### src/rtl/cpu_pkg.sv
// Shared definitions for the instruction memory and its loader.
package cpu_pkg;

    localparam int IMEM_DEPTH    = 32;
    localparam int IMEM_LOGDEPTH = 5;

    // Loader states: header parse, word payload, finished, rejected image
    typedef enum logic [1:0] {
        HEADER,
        PAYLOAD,
        DONE,
        ERROR
    } load_state_t;

endpackage

### src/rtl/byte_assembler.sv
// Little-endian byte-to-word assembler: collects four accepted bytes and
// presents the completed word in the same cycle as the fourth byte.
module byte_assembler
    import cpu_pkg::*;
(
    input  logic        clk,
    input  logic        rstn,
    input  logic        clear,
    input  logic        in_valid,
    input  logic [7:0]  in_data,
    output logic        word_valid,
    output logic [31:0] word
);

    logic [1:0]  byte_cnt;
    logic [23:0] low_bytes;

    // Store bytes 0..2 in their little-endian lanes; byte 3 completes the word
    always_ff @(posedge clk or negedge rstn) begin
        if (!rstn) begin
            byte_cnt  <= 2'd0;
            low_bytes <= 24'd0;
        end else if (clear) begin
            byte_cnt  <= 2'd0;
            low_bytes <= 24'd0;
        end else if (in_valid) begin
            case (byte_cnt)
                2'd0:    low_bytes[7:0]   <= in_data;
                2'd1:    low_bytes[15:8]  <= in_data;
                2'd2:    low_bytes[23:16] <= in_data;
                default: ;
            endcase
            byte_cnt <= byte_cnt + 2'd1;
        end
    end

    // The top byte is taken straight from the input so the word is usable
    // in the cycle it completes; the FSM registers the result.
    assign word_valid = in_valid && (byte_cnt == 2'd3);
    assign word       = {in_data, low_bytes};

endmodule

### src/rtl/instr_loader.sv
// Program image loader: parses a length-prefixed byte stream and writes
// the payload words into the instruction RAM write port.
module instr_loader
    import cpu_pkg::*;
#(
    parameter int DEPTH    = IMEM_DEPTH,
    parameter int LOGDEPTH = IMEM_LOGDEPTH
) (
    input  logic                clk,
    input  logic                rstn,
    input  logic                rx_valid,
    input  logic [7:0]          rx_data,
    input  logic                reload,
    output logic                wr_en_instr,
    output logic [31:0]         data_in_instr,
    output logic [31:0]         addr_in_instr,
    output logic                load_busy,
    output logic                load_done,
    output logic                load_error,
    output logic [LOGDEPTH:0]   words_loaded
);

    localparam logic [31:0] DEPTH_W = 32'(DEPTH);

    load_state_t       state;
    logic [LOGDEPTH:0] n_words;
    logic [LOGDEPTH:0] next_words;
    logic              accepting;
    logic              take_reload;
    logic              asm_valid;
    logic [31:0]       asm_word;

    // Bytes only count while an image is in progress; reload is only
    // meaningful once the image is finished or rejected, and since bytes
    // are blocked there too, a coincident byte is simply dropped.
    assign accepting   = (state == HEADER) || (state == PAYLOAD);
    assign take_reload = reload && !accepting;
    assign next_words  = words_loaded + 1'b1;

    byte_assembler u_asm (
        .clk        (clk),
        .rstn       (rstn),
        .clear      (take_reload),
        .in_valid   (rx_valid && accepting),
        .in_data    (rx_data),
        .word_valid (asm_valid),
        .word       (asm_word)
    );

    // Load FSM with registered write port and status flags
    always_ff @(posedge clk or negedge rstn) begin
        if (!rstn) begin
            state         <= HEADER;
            n_words       <= '0;
            words_loaded  <= '0;
            wr_en_instr   <= 1'b0;
            data_in_instr <= 32'd0;
            addr_in_instr <= 32'd0;
            load_busy     <= 1'b1;
            load_done     <= 1'b0;
            load_error    <= 1'b0;
        end else begin
            wr_en_instr <= 1'b0;
            case (state)
                HEADER: begin
                    if (asm_valid) begin
                        if (asm_word == 32'd0) begin
                            state     <= DONE;
                            load_busy <= 1'b0;
                            load_done <= 1'b1;
                        end else if (asm_word > DEPTH_W) begin
                            state      <= ERROR;
                            load_busy  <= 1'b0;
                            load_error <= 1'b1;
                        end else begin
                            state   <= PAYLOAD;
                            n_words <= asm_word[LOGDEPTH:0];
                        end
                    end
                end
                PAYLOAD: begin
                    if (asm_valid) begin
                        wr_en_instr   <= 1'b1;
                        data_in_instr <= asm_word;
                        // Index is below DEPTH here, so its top bit is dropped
                        addr_in_instr <= {{(30-LOGDEPTH){1'b0}},
                                          words_loaded[LOGDEPTH-1:0], 2'b00};
                        words_loaded  <= next_words;
                        if (next_words == n_words) begin
                            state     <= DONE;
                            load_busy <= 1'b0;
                            load_done <= 1'b1;
                        end
                    end
                end
                default: begin
                    if (take_reload) begin
                        state        <= HEADER;
                        words_loaded <= '0;
                        load_busy    <= 1'b1;
                        load_done    <= 1'b0;
                        load_error   <= 1'b0;
                    end
                end
            endcase
        end
    end

endmodule

### config.mk
export PLATFORM = sky130hd
export DESIGN_NAME = instr_loader
export DESIGN_NICKNAME = d
export VERILOG_FILES = /design/src/rtl/cpu_pkg.sv /design/src/rtl/byte_assembler.sv /design/src/rtl/instr_loader.sv
export SDC_FILE = /design/constraint.sdc
export NUM_CORES = 1
export LEC_CHECK = 0
export BUFFER_PORTS_ARGS = -buffer_cell sky130_fd_sc_hd__clkbuf_2
export CAP_MARGIN = 15
export CORE_ASPECT_RATIO = 1.25
export CORE_MARGIN = 1.5
export CORE_UTILIZATION = 40
export DETAILED_ROUTE_END_ITERATION = 8
export PLACE_DENSITY = 0.67
export SKIP_LAST_GASP = 1
export SYNTH_ARGS = -nofsm -noshare
export SYNTH_HDL_FRONTEND = slang
export SYNTH_SLANG_ARGS = --single-unit
### constraint.sdc
create_clock -name clk -period 3.5 [get_ports clk]
set_clock_uncertainty 0.05 [all_clocks]
set_input_delay 0.175 -clock clk [delete_from_list [all_inputs] [get_ports clk]]
set_output_delay 0.175 -clock clk [all_outputs]
set_load 0.1 [all_outputs]
==> metrics, run 1 <==
status finished clean; 1st-pass router iterations 4; Core Util, Final 47.2%; Post-synth ARST share 100%; routed vias/inst 4.88; wire length per cell 14.1 um; clock tree from TritonCTS built; sequential cell area fraction in the yosys report 55.2%; Cell Area, Synth 0.00367 sq mm; remaining antenna violation count 0; first-pass GRT wire length around 14000 um; Net Sw Power 2.31 mW; critical path launch point type flip-flop; antenna violations before repair 0; Setup Fix Bufs, Post-CTS 0; Post-Syn Area per Cell 9.13 sq um; vias in the first global route 2763; DR iter-0 viols 124; largest net degree at the start of global routing 82; Die ar. between 0.009 and 0.01 sq mm; cells resized by post-CTS repair 0; Post-Route WL 8180 um; Seq pwr share 35.0%; Slew Limit Fails 0; period utilization 67.7%; Core Box Area 0.00880 sq mm; row cnt 38; Setup violations, final 0; clk buf depth 2; Synth Warn # 0; Comb pwr share 49.7%; effective utilization at floorplan 41.7%; htree depth 3; number of hold buffers added after cts 1; critical path, cell by cell ha_1 -> xnor2_1 -> o211ai_1 -> a2111oi_0 -> nand3_1 -> o221a_2; die width 88.7 um; setup ws final 1130 ps; number of I/O port buffers 58; Post-synth EDFFs 0; Worst path slowest cell a2111oi_0; # nets final 473; peak supply drop 0.451 mV; static leakage 2.17 nW; detailed-route DRC error count 0; Worst-Skew Late Latency 360 ps; Max stage delay on crit path 630 ps; Distinct cells, synth 39; Synth Register Bits 81; Remaining Overflow, GRT 0; WP data arrival 2610 ps; Worst Hold Class in -> reg; area grow syn2layout 13.2%; Min Hold Slack 47.8 ps; worst slack, placed between 1000 and 1500 ps; Critical Path Fanout Max 7; hpwl dp 5640 um; RSZ-0062 raised after global routing no; Post-synth top flop dfrtp_1; pin slew with the least headroom to its limit between 1000 and 1500 ps; max_slew headroom between 30 and 40%; Clock Pin Slew Worst Setup and Hold Paths 80 ps; DR vias 2833; critical path class reg -> reg; Worst EP required 3750 ps; setup TNS 0 ps; Chip Height between 100 and 150 um; Power Internal between 1.5 and 2 mW; max-capacitance violation count 0; CTS sink count 81; antenna diode count 0; sw frac 55.3%; share of cells above drive strength 1 approximately a fifth; endpoints failing hold 0; fmax 422 MHz; Ports 86; Clock power frac 15.3%; cts bufs inserted 9; Total GRT Usage 18.5%; gpl congestion approximately 0.84; PwrDens 1000 mW/mm^2; Synth Instances 402; root buf cell clkbuf_8; Worst setup EP type flip-flop; minimum clock period 2370 ps
[power groups by stage]
stage          logic (mW)  clock network, mW  registers, mW
5_1_grt              2.20              0.696           1.50
3_5_place_dp         2.08                  0           1.48
6_report             2.07              0.637           1.46
4_1_cts              2.08              0.652           1.47
2_1_floorplan       0.683                  0           2.53
3_3_place_gp         2.06                  0           1.47
[worst paths after layout]
| path | from | end | slack [ps] | cells after the start |
|---|---|---|---|---|
| max in group asynchronous | rstn | u_asm.byte_cnt[1] | 2280 | 2 |
| min in group asynchronous | rstn | words_loaded[4] | 470 | 2 |
| min reg2reg | data_in_instr[5] | data_in_instr[5] | 430 | 2 |
| min | rx_data[1] | data_in_instr[25] | 50 | 3 |
| max | words_loaded[0] | load_busy | 1130 | 6 |
| max reg2reg | words_loaded[0] | load_busy | 1130 | 6 |
[through the flow]
step	instance area (sq um)	power [mW]	instances
after floorplan	3770	3.21	428
after global placement	3960	3.53	564
after detailed placement	3960	3.56	564
after CTS	4150	4.20	581
after global routing	4150	4.40	581
final	4150	4.17	581
[final cells by class]
class,instances,area (sq um)
Multi-Input combinational cell,298,1450
Tap cell,120,150
Fill cell,885,4640
Clock buffer,10,138
Timing Repair Buffer,63,333
Sequential cell,81,2030
Inverter,3,11.3
Clock inverter,6,43.8
[critical path, delay by kind of cell (launching register included)]
kind	cells	cell delay, ps
and+or+nand+nor	1	240
adders and majority gates	1	360
AOI/OAI and AO/OA	3	1030
xor gates and xnor gates	1	160
DFF	1	450
[layer usage]
layer | vias to the layer above | track usage (%) | share of wire (%)
li1 | 1369 | - | -
met1 | 1394 | 24.1 | 43
met2 | 60 | 29.8 | 51
met3 | 10 | 4.54 | 4.1
met4 | 0 | 6.70 | 1.4
met5 | - | 0 | 0
[cells by family after synthesis]
kind of cell / Yosys count / synth area share [%]
other cells: 1 / 0.102
xor+xnor: 9 / 2.15
fa+ha+maj: 5 / 1.70
compound gates: 43 / 6.75
simple gates: 208 / 24.2
flops: 81 / 55.2
buf+inv: 49 / 7.98
mux: 6 / 1.84
[cell usage after synthesis (2+ instances only)]
cell      instances  area (sq um)
a21oi_1          25           125
nand3_1          30           150
o21ai_0           9          45.0
mux2_2            6          67.6
xnor2_1           6          52.6
clkbuf_1         16          60.1
buf_4            27           203
dfrtp_1          80          2000
nor3_1            3          15.0
xor2_1            3          26.3
nor4_1            6          37.5
inv_1             2          7.51
ha_1              5          62.6
nor2_1            8          30.0
o211ai_1          2          15.0
and3_1            2          12.5
nand2_1         150           563
[state kept, by name, summed over array words and instances, names as in the netlist, 2 cells and up]
name and cells:
addr_in_instr 5, u_asm.low_bytes 24, n_words 6, state 2, u_asm.byte_cnt 2, data_in_instr 32
words_loaded 6
[layout by cell type, fill, tap and decap left out, types with 2 or more instances in the layout]
cell type  instances
dfrtp_1           80
xor2_1             3
clkinv_2           2
mux2_2             6
o211ai_1           2
nor4_1             6
clkbuf_8          10
and3_1             2
xnor2_1            6
conb_1            27
clkinv_4           3
inv_1              2
nor2_1             8
buf_4              5
o21ai_0            9
nor3_1             3
nand3_1           30
ha_1               5
clkbuf_2          57
nand2_1          150
a21oi_1           25
Note: power is estimated with default switching activity, not from simulation.
==> run 2: changes to the inputs <==
- ABC_AREA: not set -> 1
- clock period: 3.5 -> 2.5 ns (I/O delays scaled with it)
==> run 2 against run 1 <==
  * Synthesized cell count up 10%
  * Highest routed layer unchanged
  * Core utilization up 0.46 points
  * Via count up 2.6%
  * Worst setup slack worse by 370 ps
  * Global-route usage down 1.6 points
  * Worst hold slack worse by 37 ps
  * Final cell count up 8.3%
  * Register-to-register slack worse by 370 ps
  * Routed wire length down 4.1%
  * First-iteration DRC count up 44%
  * Cell area up 5.3%
==> metrics, run 2 <==
Synth Register Bits 81 (unchanged); Chip Height 112 um (+1.4%); Post-Syn Area per Cell 8.55 sq um (-6.3%); Synth Warn # 0 (unchanged); htree depth 3 (unchanged); compound-gate portion of the synthesized area 11.6% (+4.8 points); Distinct cells, synth 25 (-36%); Clock Pin Slew Worst Setup and Hold Paths 60 ps (-20 ps); pin slew with the least headroom to its limit 691 ps (-314 ps); Post-Synth XOR/XNOR Area 0% (-2.1 points); Die ar. 0.0100 sq mm (+2.9%); antenna violations before repair 0 (unchanged); synthesized-area fraction occupied by adder cells 1.65% (-0.050 points); antenna diode count 0 (unchanged); Setup violations, final 0 (unchanged); period utilization 69.6% (+2.0 points); Largest register FFs 32 (unchanged); gpl congestion 0.857 (+1.7%); Synth Instances 442 (+10%); setup TNS 0 ps (unchanged); remaining antenna violation count 0 (unchanged); family with the most delay on the worst path simple AND/OR/NAND/NOR gates; row cnt 39 (+2.6%); minimum clock period 1740 ps (-628 ps); critical path's most frequent cell nand2_1; cts bufs inserted 9 (unchanged); most common cell after layout, fill and taps aside nand2_1; Post-synth top flop dfrtp_1; Setup Fix Bufs, Post-CTS 0 (unchanged); largest family of logic cells by synthesized area simple AND/OR/NAND/NOR gates; # nets final 518 (+9.5%); Fillers 923 (+4.3%); cells resized by post-CTS repair 0 (unchanged); number of hold buffers added after cts 1 (unchanged); share of cells above drive strength 1 18.0% (-1.5 points); clock tree from TritonCTS built; DR vias 2907 (+2.6%); first-pass GRT wire length 13200 um (-3.7%); CP bufs+invs 1 (+1); Post-Route WL 7840 um (-4.1%); critical path, cell by cell ha_1 -> inv_1 -> nand2_1 -> nand2_1 -> nor2_1 -> nand3_1 -> nor2_1 -> nand3_1 -> nand2_2 -> nand2_1 -> nand2_1 -> nand2_1; Slew Limit Fails 0 (unchanged); WP data arrival 1910 ps (-700 ps); Synth Area in Simple Gates 19.6% (-4.7 points); hold_sp rx_data[1]; number of I/O port buffers 58 (unchanged); root buf cell clkbuf_16; Worst-Skew Late Latency 340 ps (-20 ps); most frequent cells after synthesis nand2_1, dfrtp_1, inv_1; Post-synth EDFFs 0 (unchanged); CTS sink count 81 (unchanged); Core Box Area 0.00917 sq mm (+4.3%); highest-count cells in the layout ignoring fill and taps nand2_1, dfrtp_1, clkbuf_2; detailed-route DRC error count 0 (unchanged); Worst path slowest cell dfrtp_1; Critical Path Fanout Max 7 (unchanged); Post-synth ARST share 100% (unchanged); clk buf depth 2 (unchanged); area grow syn2layout 15.7%; Worst setup EP type flip-flop; area leader, netlist dfrtp_1; Worst Hold Path EP data_in_instr[25]; vias in the first global route 2821 (+2.1%); critical path launch point type flip-flop; max_slew headroom 53.9% (+21 points); DR iter-0 viols 178 (+44%); routed vias/inst 4.62 (-5.2%); top flop regs data_in_instr x32, u_asm.low_bytes x24; RSZ-0062 raised after global routing no; wire length per cell 12.5 um (-11%); Max stage delay on crit path 450 ps (-180 ps); Worst Hold Class in -> reg; R2R Path Start words_loaded[0]; fmax 575 MHz (+36%); Cell Area, Synth 0.00378 sq mm (+3.0%); WHS Path Cells 3 (unchanged); sequential cell area fraction in the yosys report 53.6% (-1.6 points); die width 90.0 um (+1.4%); status finished clean; post-synth top area share 52.9% (-1.6 points); critical path class reg -> reg; Remaining Overflow, GRT 0 (unchanged); hpwl dp 5620 um (-0.32%); largest net degree at the start of global routing 76 (-7.3%); most numerous cell in the Yosys netlist nand2_1; flop-to-flop setup slack 760 ps (-370 ps); Ports 86 (unchanged); Total GRT Usage 16.9% (-1.6 points); Biggest register data_in_instr; effective utilization at floorplan 41.2% (-0.52 points); post-synthesis mux area share 0% (-1.8 points); endpoints failing hold 0 (unchanged); top area cells in the synthesized netlist dfrtp_1, nand2_1, buf_4; 1st-pass router iterations 7 (+3); Worst EP required 2670 ps (-1080 ps); max-capacitance violation count 0 (unchanged); r2r worst-path depth 12 (+6); FF-to-FF End load_done
run 2: changes by cell type after synthesis, sizes merged, moves of 6 or more:
cell / change
clkbuf: -14
buf: +8
mux2: -6
xnor2: -6
o21ai: +64
nor4: -7
inv: +56
a21oi: -21
nand3: -16
nor2: +29
nand2: -31
run 2: worst max-delay path by stage:
| stage | cells past startpoint | startpoint | end | slack, ps |
|---|---|---|---|---|
| floorplan | 10 | words_loaded[0] | load_done | 270 |
| finish | 12 | words_loaded[0] | load_done | 760 |
| detailed placement | 12 | words_loaded[0] | load_done | 770 |
| global placement | 12 | words_loaded[0] | load_done | 820 |
| CTS | 12 | words_loaded[0] | load_done | 770 |
| global route | 12 | words_loaded[0] | load_done | 560 |
run 2: worst min-delay path, stage by stage:
cell and delay (ps):
clkbuf_2 90, inv_1 70, o21ai_1 70
run 2: kinds of logic after synthesis:
logic type / count (synthesis)
other: 1
AOI/OAI and AO/OA: 82
DFF: 81
and+or+nand+nor: 176
adders and majority gates: 5
buffers and inverters: 97
run 2: routing by layer:
| layer | global-route usage [%] | vias up | part of all wire (%) |
|---|---|---|---|
| li1 | - | 1463 | - |
| met1 | 19.5 | 1353 | 43 |
| met2 | 28.9 | 74 | 50 |
| met3 | 4.10 | 17 | 3.7 |
| met4 | 9.10 | 0 | 3.0 |
| met5 | 0 | - | 0 |
run 2: stage by stage:
| stage | hold WS, ps | cell area, sq um | std cells | utilization [%] | setup slack [ps] |
|---|---|---|---|---|---|
| 2_1_floorplan | -221 | 3880 | 468 | - | 265 |
| 3_3_place_gp | 161 | 4070 | 612 | 44.4 | 817 |
| 3_5_place_dp | 174 | 4070 | 612 | 44.4 | 774 |
| 4_1_cts | 8.24 | 4370 | 629 | 47.7 | 766 |
| 5_1_grt | 12.1 | 4370 | 629 | 47.7 | 563 |
| 6_report | 11.3 | 4370 | 629 | 47.7 | 760 |
run 2: layout make-up:
type | instances | area [sq um] | area share [%]
flip-flops and latches | 81 | 2030 | 46.4
multi-input cells | 290 | 1340 | 30.7
repair buffers | 61 | 343 | 7.84
well taps | 123 | 154 | 3.52
clock buffers | 13 | 250 | 5.72
inverters | 58 | 218 | 4.98
clock inverters | 3 | 40.0 | 0.915
Power of run 2 is not shown: default switching activity piles up to over one toggle a cycle in this logic, so the estimate is an artifact.
==> run 3: changes to the inputs <==
- clock period: 2.5 -> 1.64 ns (I/O delays scaled with it)
==> run 3 against run 2 <==
  * The flow now finishes with violations (setup timing)
  * Clock-buffer cell count down 4
  * Global-route usage increased by 0.53 points
  * Non-clock buffer count up 29
  * Critical path depth did not move
  * Core utilization is 3.1 points higher
  * Fmax rose by 0.47%
  * Die area did not move
==> metrics, run 3 (synthesis results as in run 2) <==
Chip Height 112 um (unchanged); failing checks setup timing; critical path class reg -> reg; family with the most delay on the worst path simple AND/OR/NAND/NOR gates; Setup violations, final 9 (+9); Worst setup EP type flip-flop; Total GRT Usage 17.4% (+0.53 points); CP bufs+invs 1 (unchanged); Critical Path Fanout Max 5 (-2); worst slack, placed -49.0 ps (-823 ps); fmax 577 MHz (+0.47%); Biggest register data_in_instr; max_slew headroom 63.5% (+9.6 points); Die ar. 0.0100 sq mm (unchanged); Max stage delay on crit path 490 ps (+40 ps); status complete, but fails checks; Worst Hold Class in -> reg; Post-Route WL 8290 um (+5.7%); max-capacitance violation count 0 (unchanged); DR vias 2999 (+3.2%); routed vias/inst 4.56 (-1.4%); first-pass GRT wire length 13700 um (+4.0%); root buf cell clkbuf_16; critical path launch point type flip-flop; antenna violations before repair 0 (unchanged); Largest register FFs 32 (unchanged); vias in the first global route 2838 (+0.60%); setup ws final -92.3 ps (-852 ps); clk buf depth 2 (unchanged); wire length per cell 12.6 um (+1.1%); gpl congestion 0.840 (-1.9%); WP data arrival 1910 ps (about the same); die width 90.0 um (unchanged); CTS sink count 81 (unchanged); Core Box Area 0.00917 sq mm (unchanged); row cnt 39 (unchanged); pin slew with the least headroom to its limit 551 ps (-141 ps); highest-count cells in the layout ignoring fill and taps nand2_1, dfrtp_1, clkbuf_2; 1st-pass router iterations 4 (-3); Worst-Skew Late Latency 340 ps (about the same); top flop regs data_in_instr x32, u_asm.low_bytes x24; htree depth 3 (unchanged); minimum clock period 1730 ps (-8.10 ps); clock tree from TritonCTS built; Worst path slowest cell dfrtp_4; detailed-route DRC error count 0 (unchanged); area grow syn2layout 23.2%; Worst EP required 1820 ps (-850 ps); DR iter-0 viols 176 (-1.1%); # nets final 547 (+5.6%); largest net degree at the start of global routing 82 (+7.9%); endpoints failing hold 0 (unchanged); Slew Limit Fails 0 (unchanged); remaining antenna violation count 0 (unchanged); effective utilization at floorplan 41.2% (unchanged); Clock Pin Slew Worst Setup and Hold Paths 60 ps (about the same); hpwl dp 5710 um (+1.5%); Remaining Overflow, GRT 0 (unchanged); Ports 86 (unchanged); antenna diode count 0 (unchanged); RSZ-0062 raised after global routing yes; period utilization 106% (+36 points); share of cells above drive strength 1 23.2% (+5.2 points); critical path, cell by cell ha_4 -> inv_2 -> nand2_1 -> nand2_1 -> nor2_1 -> nand3_1 -> nor2_1 -> nand3_1 -> nand2_2 -> nand2_1 -> nand2_1 -> nand2_1; cts bufs inserted 9 (unchanged); number of I/O port buffers 58 (unchanged); critical path's most frequent cell nand2_1; most common cell after layout, fill and taps aside nand2_1
-- run 3: stage by stage --
stage / TNS (ps) / hold slack (ps) / util, % / cells / instance area, sq um
6_report: -315 / 31.0 / 50.8 / 658 / 4660
3_3_place_gp: -14.4 / 85.6 / 46.3 / 630 / 4250
4_1_cts: -171 / 29.3 / 50.6 / 656 / 4640
5_1_grt: -1520 / 69.5 / 50.8 / 658 / 4660
2_1_floorplan: -373 / -264 / - / 468 / 3910
3_5_place_dp: -68.4 / 96.0 / 46.3 / 630 / 4250
-- run 3: repair_timing --
item / 4_1_cts / 5_1_grt
endpoints found under the setup margin: 10 / 44
pin swaps: 1 / 1
hold buffers: 9 / 0
gates cloned: 0 / 0
endpoints found under the hold margin: 88 / 0
resized for setup: 0 / 4
buffers inserted: 1 / 2
-- run 3: cell type report --
cell class / count / area [sq um]
Tap cell: 123 / 154
Timing Repair Buffer: 90 / 606
Clock inverter: 7 / 55.1
Multi-Input combinational cell: 290 / 1350
Fill cell: 881 / 4520
Inverter: 58 / 220
Sequential cell: 81 / 2040
Clock buffer: 9 / 225
-- run 3: routing by layer --
metal / vias up / global-route usage, % / part of all wire (%)
met5: - / 0 / 0
met3: 19 / 3.76 / 4.5
met2: 87 / 29.5 / 50
met4: 0 / 8.68 / 2.9
met1: 1384 / 21.0 / 43
li1: 1509 / - / -
-- run 3: worst reg2reg max path: stages, from the launching register on --
cell and delay (ps):
dfrtp_4 490, ha_4 280, inv_2 30, nand2_1 40, nand2_1 50, nor2_1 120, nand3_1 70, nor2_1 110
nand3_1 110, nand2_2 120, nand2_1 60, nand2_1 60, nand2_1 40
-- run 3: final timing paths --
| path | from | end | slack (ps) | cells after the start |
|---|---|---|---|---|
| max | words_loaded[1] | load_done | -90 | 12 |
| min | rx_valid | u_asm.byte_cnt[1] | 30 | 4 |
| max reg2reg | words_loaded[1] | load_done | -90 | 12 |
| min reg2reg | load_busy | load_busy | 430 | 2 |
| max in group asynchronous | rstn | load_busy | 890 | 3 |
| min in group asynchronous | rstn | addr_in_instr[4] | 240 | 3 |
Power of run 3 is left out for the same reason.
